--- src/rtl/window_pattern_gen.sv ---
// Video test-pattern source: raster timing, a programmable sub-window with four
// selectable patterns, measurement of the emitted window size, and a delayed sync copy.
module window_pattern_gen #(
    parameter int DSIZE    = 24,
    parameter int CW       = 12,
    parameter int H_SYNC   = 44,
    parameter int H_BP     = 148,
    parameter int H_ACT    = 1920,
    parameter int H_TOTAL  = 2200,
    parameter int V_SYNC   = 5,
    parameter int V_BP     = 36,
    parameter int V_ACT    = 1080,
    parameter int V_TOTAL  = 1125,
    parameter int SYNC_LAT = 3
) (
    input  logic             pclk,
    input  logic             prst,
    input  logic             enable,
    input  logic [1:0]       mode,
    input  logic [CW-1:0]    top,
    input  logic [CW-1:0]    left,
    input  logic [CW-1:0]    width,
    input  logic [CW-1:0]    height,
    output logic             vsync,
    output logic             hsync,
    output logic             de,
    output logic [DSIZE-1:0] data,
    output logic             frame_de,
    output logic             sync_vs,
    output logic             sync_hs,
    output logic             sync_de,
    output logic [15:0]      hactive,
    output logic [15:0]      vactive,
    output logic             frame_done
);
    localparam int CH = DSIZE / 3;
    // Wide enough that left+width and top+height never wrap.
    localparam int AW = (CW + 1 > 16) ? CW + 1 : 16;

    localparam logic [AW-1:0] L_HS    = AW'(H_SYNC);
    localparam logic [AW-1:0] L_HOFF  = AW'(H_SYNC + H_BP);
    localparam logic [AW-1:0] L_HEND  = AW'(H_SYNC + H_BP + H_ACT);
    localparam logic [AW-1:0] L_HLAST = AW'(H_TOTAL - 1);
    localparam logic [AW-1:0] L_VS    = AW'(V_SYNC);
    localparam logic [AW-1:0] L_VOFF  = AW'(V_SYNC + V_BP);
    localparam logic [AW-1:0] L_VEND  = AW'(V_SYNC + V_BP + V_ACT);
    localparam logic [AW-1:0] L_VLAST = AW'(V_TOTAL - 1);

    logic [AW-1:0]    r_hcnt, r_vcnt;
    logic [1:0]       r_mode;
    logic [CW-1:0]    r_top, r_left, r_width, r_height;
    logic [CW-1:0]    r_bar_pos;
    logic [2:0]       r_bar_idx;
    logic [15:0]      r_run, r_lines;
    logic             r_vs_q;

    logic             w_origin, w_hact, w_vact, w_win;
    logic [AW-1:0]    w_x, w_y, w_wx, w_wy;
    logic [CW-1:0]    w_bar_len;
    logic [CH-1:0]    w_ch;
    logic             w_chk;
    logic [DSIZE-1:0] w_pix;
    logic             w_de_fall, w_vs_rise;
    logic [15:0]      w_lines_next;

    assign w_origin = (r_hcnt == '0) && (r_vcnt == '0);

    always_ff @(posedge pclk) begin
        if (prst || !enable) begin
            r_hcnt <= '0;
            r_vcnt <= '0;
        end else if (r_hcnt == L_HLAST) begin
            r_hcnt <= '0;
            r_vcnt <= (r_vcnt == L_VLAST) ? '0 : r_vcnt + AW'(1);
        end else begin
            r_hcnt <= r_hcnt + AW'(1);
        end
    end

    // Counters sit at the origin while disabled, so the first enabled cycle also latches.
    always_ff @(posedge pclk) begin
        if (prst) begin
            r_mode   <= '0;
            r_top    <= '0;
            r_left   <= '0;
            r_width  <= '0;
            r_height <= '0;
        end else if (w_origin) begin
            r_mode   <= mode;
            r_top    <= top;
            r_left   <= left;
            r_width  <= width;
            r_height <= height;
        end
    end

    assign w_hact = (r_hcnt >= L_HOFF) && (r_hcnt < L_HEND);
    assign w_vact = (r_vcnt >= L_VOFF) && (r_vcnt < L_VEND);
    assign w_x    = r_hcnt - L_HOFF;
    assign w_y    = r_vcnt - L_VOFF;
    assign w_win  = w_hact && w_vact
                 && (w_x >= AW'(r_left)) && (w_x < AW'(r_left) + AW'(r_width))
                 && (w_y >= AW'(r_top))  && (w_y < AW'(r_top) + AW'(r_height));
    assign w_wx   = w_x - AW'(r_left);
    assign w_wy   = w_y - AW'(r_top);
    assign w_ch   = CH'(w_wx);
    assign w_chk  = ((w_wx & AW'(16)) != '0) ^ ((w_wy & AW'(16)) != '0);
    assign w_bar_len = ((r_width >> 3) == '0) ? CW'(1) : (r_width >> 3);

    // Bar index tracked incrementally per line instead of dividing wx by bar_len.
    always_ff @(posedge pclk) begin
        if (prst || !enable || !w_win) begin
            r_bar_pos <= '0;
            r_bar_idx <= '0;
        end else if (r_bar_pos == w_bar_len - CW'(1)) begin
            r_bar_pos <= '0;
            if (r_bar_idx != 3'd7) r_bar_idx <= r_bar_idx + 3'd1;
        end else begin
            r_bar_pos <= r_bar_pos + CW'(1);
        end
    end

    always_comb begin
        w_pix = '0;
        case (r_mode)
            2'd0: w_pix = '1;
            2'd1: w_pix = {{CH{r_bar_idx[2]}}, {CH{r_bar_idx[1]}}, {CH{r_bar_idx[0]}}};
            2'd2: w_pix = {3{w_ch}};
            default: w_pix = w_chk ? '1 : '0;
        endcase
    end

    always_ff @(posedge pclk) begin
        if (prst || !enable) begin
            vsync      <= 1'b0;
            hsync      <= 1'b0;
            frame_de   <= 1'b0;
            de         <= 1'b0;
            data       <= '0;
            frame_done <= 1'b0;
        end else begin
            vsync      <= r_vcnt < L_VS;
            hsync      <= r_hcnt < L_HS;
            frame_de   <= w_hact && w_vact;
            de         <= w_win;
            data       <= w_win ? w_pix : '0;
            frame_done <= (r_hcnt == L_HLAST) && (r_vcnt == L_VLAST);
        end
    end

    assign w_de_fall    = !de && (r_run != '0);
    assign w_vs_rise    = vsync && !r_vs_q;
    assign w_lines_next = r_lines + 16'(w_de_fall);

    always_ff @(posedge pclk) begin
        if (prst) begin
            r_run   <= '0;
            r_lines <= '0;
            r_vs_q  <= 1'b0;
            hactive <= '0;
            vactive <= '0;
        end else if (!enable) begin
            r_run   <= '0;
            r_lines <= '0;
            r_vs_q  <= 1'b0;
        end else begin
            r_vs_q <= vsync;
            if (de) begin
                r_run <= r_run + 16'd1;
            end else if (r_run != '0) begin
                hactive <= r_run;
                r_run   <= '0;
            end
            // A line ending on the vsync edge is still counted in the closing frame.
            if (w_vs_rise) begin
                vactive <= w_lines_next;
                r_lines <= '0;
            end else begin
                r_lines <= w_lines_next;
            end
        end
    end

    generate
        if (SYNC_LAT == 0) begin : g_sync_comb
            assign sync_vs = vsync;
            assign sync_hs = hsync;
            assign sync_de = frame_de;
        end else begin : g_sync_dly
            logic [2:0] r_sync_dly [SYNC_LAT];
            always_ff @(posedge pclk) begin
                if (prst || !enable) begin
                    for (int i = 0; i < SYNC_LAT; i++) r_sync_dly[i] <= '0;
                end else begin
                    r_sync_dly[0] <= {vsync, hsync, frame_de};
                    for (int i = 1; i < SYNC_LAT; i++) r_sync_dly[i] <= r_sync_dly[i-1];
                end
            end
            assign {sync_vs, sync_hs, sync_de} = r_sync_dly[SYNC_LAT-1];
        end
    endgenerate
endmodule

--- config.mk ---
export PLATFORM = sky130hd
export DESIGN_NAME = window_pattern_gen
export DESIGN_NICKNAME = d
export VERILOG_FILES = /design/src/rtl/window_pattern_gen.sv
export SDC_FILE = /design/constraint.sdc
export NUM_CORES = 1
export LEC_CHECK = 0
export CAP_MARGIN = 10
export CORE_UTILIZATION = 32
export CTS_CLUSTER_SIZE = 30
export DETAILED_ROUTE_END_ITERATION = 8
export GPL_ROUTABILITY_DRIVEN = 0
export GPL_TIMING_DRIVEN = 1
export PLACE_DENSITY_LB_ADDON = 0.25
export RECOVER_POWER = 25
export REMOVE_ABC_BUFFERS = 1
export SYNTH_ARGS = -nofsm -noshare
export SYNTH_HDL_FRONTEND = slang
export SYNTH_SLANG_ARGS = --single-unit
--- constraint.sdc ---
create_clock -name pclk -period 3.4 [get_ports pclk]
set_input_delay 0.34 -clock pclk [delete_from_list [all_inputs] [get_ports pclk]]
set_output_delay 0.34 -clock pclk [all_outputs]
set_load 0.05 [all_outputs]
==> summary.txt <==
Outcome
  • Status: finished, violations left
  • Failing checks: setup timing

Global routing
  • Largest net degree at the start of global routing: between 50 and 60
  • First-pass GRT wire length: 44000 µm
  • Vias in the first global route: 8916
  • Gr ovfl total: 0
  • Gr usage total: between 15 and 20%
  • Antenna violations before repair: 0

Worst setup path
  • Critical Path RT: approximately 3.8 ns
  • Reg2reg path depth: 18
  • Worst R2R Start: r_left[0]
  • Crit path to: r_bar_pos[8]
  • Flop2flop setup slack: -0.28 ns
  • CP Max Fanout: 6
  • Startpoint types: register
  • CP startpoint: r_left[0]
  • Worst r2r dst: r_bar_pos[8]
  • Arrival @ worst endpoint: a little over 4 ns
  • Critical path class: register to register
  • Setup crit end kind: register

Drt
  • Vias per std cell: ~4.8
  • Routed WL: approximately 27000 µm
  • Detail Route Antenna Nets: 0
  • WL/cell: approximately 14 µm
  • Iter 0 DRT Violations: about 450
  • DRC errors left: 0
  • Total vias in the final route: between 9000 and 10000
  • DR pass1 iterations: 6

Clock tree
  • CTS tree: built
  • CTS Sinks: 199
  • CTS Buf Count: 17
  • Clock transition at the registers of the reported paths: approximately 0.08 ns
  • Cts hold-fix bufs: 0
  • # H-tree levels: 4
  • Clock Tree Buf Depth: 2
  • Root buffer cell: clkbuf_16
  • Clock insertion delay at the later pin of the skew report: between 0.4 and 0.5 ns

STA
  • Fin Clk Skew: 0.0103 ns
  • Post-route clock period utilization: 108%
  • Slew @ Worst Pin: between 1 and 1.5 ns
  • Minimum clock period: 3.68 ns
  • Final worst slack: -0.279 ns
  • Final Slew Violations: 0
  • RSZ-0062 raised after global routing: true
  • Slew Limit Headroom: 23.2%
  • Max Fclk: 272 MHz
  • Fin. Hold Viols: 0
  • Setup tns final: -9.32 ns
  • Setup violators final: 40

Pwr
  • Power per Cell Area: 390 nW/µm²
  • Total Power: around 5.4 mW
  • Pleak: 5.30 nW
  • Peak supply drop: approximately 330 µV

Die
  • I/O Pins: 117
  • Die Y: between 150 and 200 µm
  • FP Rows: between 60 and 70
  • Die area: roughly 34000 µm²
  • Initial Utilization: between 30% and 40%
  • Width of the chip: about 190 µm
  • CORE AREA: ~33000 µm²

Yosys
  • Mapped Cells: about 1300
  • Post-synth EDFFs: 0
  • Number of synthesized register bits: roughly 200
  • Synth cell types: 67
  • Post-Syn Area: approximately 11000 µm²
  • Synth Flop Type: dfxtp_1
  • Syn_area_per_cell: just over 8 µm²
  • Sequential area share after synthesis: between 30% and 40%
  • Async SR Flop Fraction: 0%
  • YS warnings: 0

Worst hold path
  • Hold Crit Class: register to register

Placement
  • Port bufs: 116
  • Dpl hpwl: around 20000 µm
  • Placed instance area: 12900 µm²
  • Post-Place Cells: 1883

Run
  • Max_cap viols: 0

Layout
  • Layout cell share with drive strength beyond 1: roughly an eighth
  • Final Non-Filler Cells: 1921
  • Post-route cell area: ~14000 µm²
  • Nets: 1611
  • Layout area overhead: 27.7%
  • Antenna cells: 0
## sequential cells by signal, indices dropped and copies added (netlist names)
register and count:
r_bar_pos 12, r_vcnt 16, frame_de 1, frame_done 1, r_lines 16, r_bar_idx 3
r_mode 2, vactive 16, hsync 1, r_top 12, r_run 16, r_hcnt 16
r_left 12, g_sync_dly.r_sync_dly 9, vsync 1, data 24, de 1, hactive 16
r_height 12, r_width 12
## cell families after synthesis
group	Yosys count	synth area share, %
and+or+nand+nor	549	24.8
AOI/OAI and AO/OA	246	14.1
adders and majority gates	92	10.9
muxes	8	0.765
buffers and inverters	123	4.92
xor gates and xnor gates	93	7.68
DFF	199	36.9
## layout by cell type (no fill, tap or decap), types with 5 or more instances in the layout
| cell type | instances |
|---|---|
| a21oi_1 | 117 |
| inv_6 | 5 |
| a211oi_1 | 25 |
| nor2b_1 | 20 |
| and2_1 | 8 |
| and3_1 | 13 |
| nor2_1 | 133 |
| ha_1 | 88 |
| buf_4 | 76 |
| dfxtp_1 | 196 |
| xnor2_1 | 42 |
| nand2_1 | 183 |
| dlygate4sd3_1 | 40 |
| o21ai_0 | 32 |
| a31oi_1 | 6 |
| or3_1 | 19 |
| o211ai_1 | 16 |
| nand3_1 | 38 |
| clkdlybuf4s50_1 | 75 |
| nand2b_1 | 14 |
| nor4_4 | 10 |
| nor3_1 | 40 |
| or4_1 | 6 |
| buf_12 | 5 |
| nand4_1 | 18 |
| nor3_2 | 10 |
| xor2_1 | 50 |
| mux2i_1 | 6 |
| o21a_1 | 5 |
| nor4_1 | 8 |
| inv_1 | 59 |
| clkbuf_16 | 18 |
## final cells by class
| type | instances | area (µm²) |
|---|---|---|
| Fill cell | 3400 | 19100 |
| Multi-Input combinational cell | 988 | 6530 |
| Sequential cell | 199 | 3990 |
| Timing Repair Buffer | 200 | 1860 |
| Tap cell | 442 | 553 |
| Clock buffer | 18 | 439 |
| Inverter | 60 | 225 |
| Clock inverter | 14 | 180 |
## metal layers
| layer | up-vias | wire (µm) | GRT usage, % |
|---|---|---|---|
| met5 | - | 0 | 0 |
| met4 | 0 | 378 | 4.59 |
| met3 | 17 | 739 | 2.50 |
| met2 | 121 | 12300 | 26.5 |
| met1 | 4291 | 13200 | 21.1 |
| li1 | 4846 | - | - |
## worst max-delay path: stages, from the launching register on
cell       delay [ns]
dfxtp_2          0.36
ha_4             0.14
inv_2            0.03
fa_2             0.34
nor2b_1          0.12
o21ai_1          0.09
a21boi_1         0.17
o211ai_1         0.16
a21oi_2          0.26
a2111oi_4        0.06
xor2_1           0.17
ha_1             0.32
nand2_1          0.09
o21ai_2          0.06
a2111oi_2        0.28
nand4_1          0.12
a311o_2          0.43
buf_12           0.19
nor4_4           0.20
## cell usage after synthesis (all sizes together), types with 18 or more instances
cell	instances	area, µm²
nor2	135	509
buf	20	143
nand3	38	190
nor4	21	206
a21oi	120	601
or3	19	119
nor3	50	255
a211oi	29	223
xor2	50	438
inv	60	225
o21ai	36	180
dfxtp	199	3980
nor2b	20	125
nand4	18	113
ha	89	1110
nand2	183	687
xnor2	42	368
clkbuf	43	163
## where the power goes
part           total (mW)  internal [mW]  switching [mW]  leakage [nW]
combinational       0.818          0.377           0.442          3.39
sequential           2.42           2.38          0.0405          1.62
clock                2.13           1.08            1.05         0.299
total                5.38           3.84            1.53          5.30
## repair_timing
| item | CTS | global route |
|---|---|---|
| pin swaps | 15 | 0 |
| gates cloned | 1 | 0 |
| setup endpoints to repair | 40 | 40 |
| resized for setup | 31 | 16 |
| setup buffers | 3 | 2 |
| hold endpoints to repair | 0 | 0 |
## per-stage QoR
| stage | hold slack [ns] | util (%) | setup WS [ns] |
|---|---|---|---|
| after floorplan | 0.406 | - | -2.18 |
| after global placement | 0.412 | 39.2 | -0.655 |
| after detailed placement | 0.411 | 39.2 | -0.766 |
| after CTS | 0.419 | 41.6 | -0.265 |
| after global routing | 0.437 | 41.9 | -0.566 |
| final | 0.427 | 41.9 | -0.279 |
## worst min-delay path by stage
stage                                            from                          end  slack, ns  cells past startpoint
after global placement    g_sync_dly.r_sync_dly[0][1]  g_sync_dly.r_sync_dly[0][4]       0.41                      1
after global routing                        height[4]                  r_height[4]       0.44                      3
after floorplan           g_sync_dly.r_sync_dly[0][0]  g_sync_dly.r_sync_dly[0][3]       0.41                      1
after detailed placement  g_sync_dly.r_sync_dly[0][4]  g_sync_dly.r_sync_dly[0][7]       0.41                      1
after CTS                                   height[4]                  r_height[4]       0.42                      3
final                     g_sync_dly.r_sync_dly[0][4]  g_sync_dly.r_sync_dly[0][7]       0.43                      1
(Power assumes the default switching activity.)
